==> config.mk <==
export PLATFORM = sky130hd
export DESIGN_NAME = ex_iter
export DESIGN_NICKNAME = d
export VERILOG_FILES = /design/src/rtl/ex_iter.sv
export SDC_FILE = /design/constraint.sdc
export NUM_CORES = 1
export LEC_CHECK = 0
export ABC_AREA = 0
export BUFFER_PORTS_ARGS = -buffer_cell sky130_fd_sc_hd__buf_2
export CORE_ASPECT_RATIO = 0.8
export CORE_MARGIN = 2
export CORE_UTILIZATION = 50
export CTS_CLUSTER_SIZE = 14
export DETAILED_ROUTE_END_ITERATION = 7
export GPL_ROUTABILITY_DRIVEN = 0
export PLACE_DENSITY = 0.76
export SYNTH_ARGS = -nofsm -noshare
export SYNTH_HDL_FRONTEND = slang
export SYNTH_SLANG_ARGS = --single-unit
==> constraint.sdc <==
create_clock -name clk -period 2.1 [get_ports clk]
set_clock_uncertainty 0.15 [all_clocks]
set_input_delay 0.42 -clock clk [delete_from_list [all_inputs] [get_ports clk]]
set_output_delay 0.42 -clock clk [all_outputs]
set_load 0.02 [all_outputs]
==> src/rtl/ex_iter.sv <==
// Execute stage: single-cycle logic ops, iterative one-bit-per-cycle shifts.
// Define EX_BARREL_SHIFT_EN to replace the iterative shifter with a combinational barrel shifter.
module ex_iter #(
  parameter int DATA_W  = 32,
  parameter int SHAMT_W = 5
) (
  input  logic              clk,
  input  logic              rst,
  input  logic              valid_i,
  output logic              ready_o,
  input  logic [7:0]        aluop_i,
  input  logic [2:0]        alusel_i,
  input  logic [DATA_W-1:0] reg1_i,
  input  logic [DATA_W-1:0] reg2_i,
  input  logic [4:0]        wd_i,
  input  logic              wreg_i,
  output logic              valid_o,
  output logic [4:0]        wd_o,
  output logic              wreg_o,
  output logic [DATA_W-1:0] wdata_o,
  output logic              stallreq_o
);

  localparam logic [7:0] EXE_AND_OP = 8'b0010_0100;
  localparam logic [7:0] EXE_OR_OP  = 8'b0010_0101;
  localparam logic [7:0] EXE_XOR_OP = 8'b0010_0110;
  localparam logic [7:0] EXE_NOR_OP = 8'b0010_0111;
  localparam logic [7:0] EXE_SLL_OP = 8'b0111_1100;
  localparam logic [7:0] EXE_SRL_OP = 8'b0000_0010;
  localparam logic [7:0] EXE_SRA_OP = 8'b0000_0011;

  localparam logic [2:0] EXE_RES_NOP   = 3'b000;
  localparam logic [2:0] EXE_RES_LOGIC = 3'b001;
  localparam logic [2:0] EXE_RES_SHIFT = 3'b010;

  typedef enum logic [0:0] {
    IDLE  = 1'b0,
    SHIFT = 1'b1
  } state_t;

  state_t              state_r;
  logic [SHAMT_W-1:0]  cnt_r;
  logic [DATA_W-1:0]   work_r;
  logic [7:0]          op_r;
  logic [4:0]          wd_r;
  logic                wreg_r;

  logic [DATA_W-1:0]   res_s;
  logic                wr_s;
  logic                iter_s;
  logic [DATA_W-1:0]   step_s;
  logic [SHAMT_W-1:0]  kamt_s;

  function automatic logic [DATA_W-1:0] shift_step(input logic [7:0] op,
                                                   input logic [DATA_W-1:0] w);
    case (op)
      EXE_SLL_OP: return {w[DATA_W-2:0], 1'b0};
      EXE_SRL_OP: return {1'b0, w[DATA_W-1:1]};
      EXE_SRA_OP: return {w[DATA_W-1], w[DATA_W-1:1]};
      default:    return w;
    endcase
  endfunction

`ifdef EX_BARREL_SHIFT_EN
  function automatic logic [DATA_W-1:0] barrel(input logic [7:0] op,
                                               input logic [DATA_W-1:0] w,
                                               input logic [SHAMT_W-1:0] k);
    case (op)
      EXE_SLL_OP: return w << k;
      EXE_SRL_OP: return w >> k;
      EXE_SRA_OP: return DATA_W'($signed(w) >>> k);
      default:    return {DATA_W{1'b0}};
    endcase
  endfunction

  assign stallreq_o = 1'b0;
`else
  assign stallreq_o = (state_r == SHIFT);
`endif

  assign ready_o = (state_r == IDLE);
  assign kamt_s  = reg1_i[SHAMT_W-1:0];
  assign step_s  = shift_step(op_r, work_r);

  // Decode the incoming bundle into a single-cycle result or an iterative start
  always_comb begin
    res_s  = {DATA_W{1'b0}};
    wr_s   = wreg_i;
    iter_s = 1'b0;
    case (alusel_i)
      EXE_RES_LOGIC: begin
        case (aluop_i)
          EXE_AND_OP: res_s = reg1_i & reg2_i;
          EXE_OR_OP:  res_s = reg1_i | reg2_i;
          EXE_XOR_OP: res_s = reg1_i ^ reg2_i;
          EXE_NOR_OP: res_s = ~(reg1_i | reg2_i);
          default:    wr_s  = 1'b0;
        endcase
      end
      EXE_RES_SHIFT: begin
        case (aluop_i)
          EXE_SLL_OP, EXE_SRL_OP, EXE_SRA_OP: begin
`ifdef EX_BARREL_SHIFT_EN
            res_s = barrel(aluop_i, reg2_i, kamt_s);
`else
            if (kamt_s == {SHAMT_W{1'b0}}) begin
              res_s = reg2_i;
            end else begin
              iter_s = 1'b1;
            end
`endif
          end
          default: wr_s = 1'b0;
        endcase
      end
      EXE_RES_NOP: res_s = {DATA_W{1'b0}};
      default:     wr_s  = 1'b0;
    endcase
  end

  // Control FSM, shift datapath and registered writeback bundle
  always_ff @(posedge clk) begin
    if (rst) begin
      state_r <= IDLE;
      cnt_r   <= {SHAMT_W{1'b0}};
      work_r  <= {DATA_W{1'b0}};
      op_r    <= 8'h00;
      wd_r    <= 5'd0;
      wreg_r  <= 1'b0;
      valid_o <= 1'b0;
      wd_o    <= 5'd0;
      wreg_o  <= 1'b0;
      wdata_o <= {DATA_W{1'b0}};
    end else begin
      valid_o <= 1'b0;
      case (state_r)
        IDLE: begin
          if (valid_i) begin
            if (iter_s) begin
              work_r  <= reg2_i;
              cnt_r   <= kamt_s;
              op_r    <= aluop_i;
              wd_r    <= wd_i;
              wreg_r  <= wreg_i;
              state_r <= SHIFT;
            end else begin
              valid_o <= 1'b1;
              wd_o    <= wd_i;
              wreg_o  <= wr_s;
              wdata_o <= res_s;
            end
          end
        end
        SHIFT: begin
          work_r <= step_s;
          cnt_r  <= cnt_r - {{(SHAMT_W-1){1'b0}}, 1'b1};
          // Last step: the freshly shifted value is the result
          if (cnt_r == {{(SHAMT_W-1){1'b0}}, 1'b1}) begin
            valid_o <= 1'b1;
            wd_o    <= wd_r;
            wreg_o  <= wreg_r;
            wdata_o <= step_s;
            state_r <= IDLE;
          end
        end
        default: state_r <= IDLE;
      endcase
    end
  end

endmodule

==> reports/metrics.yaml <==
clk_pin_slew_ps: 60
final.period_utilization_pct: 98.3
start_util_pct: 51.2
cp-start-kind: "register"
finalMaxSlewViolations: 0
async_reset_ff_share_pct: 0
worstPathMaxFanout: 21
timing.reg2reg.worst_path_depth: 7
syn2layout_area_growth_pct: 21.4
setup_ws_ps: 35.1
avgSynthCellArea_um2: 8.01
cp.arrival_ps: 2180
io_buffers: 124
ant_nets: 0
crit_path_end_kind: "register"
cts_buffers: 9
p_int_w: 0.00347
placed_cell_area_um2: 7940
clock_latency_ps: 340
endpoint: "wdata_o[21]"
maxCapViolations: 0
fmax_mhz: 484
crit_required_ps: 2210
design.core.area_um2: 13600
yosysWarnings: 0
dieHeight_um: 109
regToRegSetupSlack_ps: 40
totalWireLength_mm: 18.5
n_antenna_cell: 0
finalCriticalPeriod_ps: 2060
dpl.hpwl_mm: 12.4
antenna_found_initial: 0
r2r-start: "op_r[5]"
wire_per_inst_um: 16.0
synth_nets: 1015
grt_pass1_vias: 6233
ys_types: 54
yosysSeqAreaShare_pct: 26.3
ir_drop_mv: 0.461
ys_ff_latch: 91
nets: 1118
clkPwrFrac_pct: 46.6
grt_pass1_wl_mm: 30.4
cts_root_buf: "clkbuf_16"
synthCells: 865
cp-startpoint: "op_r[5]"
drive_above_1_share_pct: 22.8
finalSetupTns_ps: 0
min_from: "wd_i[3]"
totalPowerFinal_w: 0.00457
ys.flop_type: "dfxtp_1"
fillers: 1179
preCtsSetupSlack_ps: -208
clock_sinks: 91
timing.rr.end: "wdata_o[21]"
finalSetupViolations: 0
avgViaCountPerCell: 5.92
die_x_um: 136
drt_pass1_iterations: 7
drt_iter0_markers: 779
dieArea_um2: 14800
final_cell_mix: "buf_2 (122), inv_1 (97), a211oi_1 (96)"
ios: 125
rsz0062_at_grt: "true"
sequentialPowerShare_pct: 39.2
syn-cell-area_um2: 6930
p_per_area_nw_per_um2: 543
switching_share_pct: 24.0
relSlewSlack_pct: 52.4
grt_usage_pct: 24.7
rows: 38
p_leak_nw: 3.48
mostFrequentLayoutCell: "buf_2"
pwr-share-comb_pct: 14.3
status: "finished clean"
vias: 6824
grt_remaining_overflow: 0
finalHoldViolations: 0
h-tree-depth: 3
power_switching_w: 0.00110
cts_tree: "built"
drc_errors: 0
synth_edf_count: 0
cts_buffer_depth: 2
final_area_um2: 8410
grt_max_degree: 65
hold_path_class: "input port to register"
criticalPathCategory: "register to register"
worst_pin_slew_ps: 713
[power groups by stage]
stage | clock network, W | logic (W) | registers [W]
2_1_floorplan | 0 | 0.000339 | 0.00187
5_1_grt | 0.00222 | 0.000727 | 0.00179
3_3_place_gp | 0 | 0.000625 | 0.00183
6_report | 0.00213 | 0.000652 | 0.00179
4_1_cts | 0.00214 | 0.000653 | 0.00179
3_5_place_dp | 0 | 0.000648 | 0.00183
[flip-flops by register name, indices dropped and copies added, names as in the netlist]
register	cells
work_r	32
wd_r	5
wreg_r	1
op_r	8
wreg_o	1
wd_o	5
valid_o	1
stallreq_o	1
cnt_r	5
wdata_o	32
[stage by stage]
stage	cells	hold slack, ps	util, %
global route	1153	182	62.1
detailed placement	1134	297	58.6
finish	1153	177	62.1
floorplan	865	282	-
CTS	1150	173	61.5
global placement	1134	286	58.6
[synth_stat cells (4+ instances only)]
| master | count | area share (%) |
|---|---|---|
| buf_4 | 4 | 0.43 |
| a21oi_1 | 46 | 3.3 |
| nor2_1 | 5 | 0.27 |
| nor2b_1 | 32 | 2.9 |
| xor2_1 | 32 | 4.0 |
| o311ai_1 | 12 | 1.5 |
| o311ai_0 | 18 | 2.3 |
| dfxtp_1 | 91 | 26 |
| inv_1 | 98 | 5.3 |
| mux2i_1 | 10 | 1.4 |
| a22oi_1 | 31 | 3.4 |
| nor3_1 | 41 | 3.0 |
| nand2_1 | 59 | 3.2 |
| ha_1 | 66 | 12 |
| a211oi_1 | 96 | 10 |
| a211oi_2 | 7 | 1.3 |
| nand3_1 | 63 | 4.5 |
| buf_2 | 21 | 1.5 |
| and2_1 | 5 | 0.45 |
| a221oi_1 | 31 | 3.9 |
| clkbuf_1 | 54 | 2.9 |
[critical path, cell delays in order, from the launching register on]
cell and delay (ps):
dfxtp_1 340, and4_1 220, and2_2 210, buf_12 160, o311ai_0 390, buf_4 190
a221oi_1 70, a211oi_1 250
[kinds of logic after synthesis]
| kind of cell | Yosys count | share of synthesized area, % |
|---|---|---|
| AOI/OAI and AO/OA | 258 | 28.1 |
| xor gates and xnor gates | 32 | 4.04 |
| adders and majority gates | 66 | 11.9 |
| buffers and inverters | 182 | 10.6 |
| DFF | 91 | 26.3 |
| muxes | 10 | 1.44 |
| and+or+nand+nor | 226 | 17.6 |
[routing by layer]
layer  track usage (%)  wire length, um  vias up
met5                 0                0        -
met4              4.76              138        0
met3              4.15             1170       11
met2              40.3             8170      254
met1              34.8             8980     3195
li1                  -                -     3364
[cell type report]
type / count / area, um2 / share of cell area [%]
timing repair buffer: 176 / 1160 / 13.8
sequential: 91 / 1820 / 21.7
tap: 180 / 225 / 2.68
multi-input combinational: 592 / 4440 / 52.8
inverter: 98 / 372 / 4.42
clock inverter: 6 / 159 / 1.89
clock buffer: 10 / 239 / 2.84
[how the worst min path moves through the flow]
stage,to,slack [ps],cells after the start
2_1_floorplan,wd_r[0],280,2
3_3_place_gp,wd_r[4],290,2
3_5_place_dp,wd_r[3],300,2
4_1_cts,wd_r[2],170,3
5_1_grt,wd_r[4],180,3
6_report,wd_r[3],180,3
[repair_timing]
action                     4_1_cts  5_1_grt
hold buffers                     0        0
cloned                           0        1
setup endpoints to repair        1       24
gates resized for setup          2       21
buffers inserted                 0        2
pin swaps                        0        1
Power figures use the tool's default switching activity.
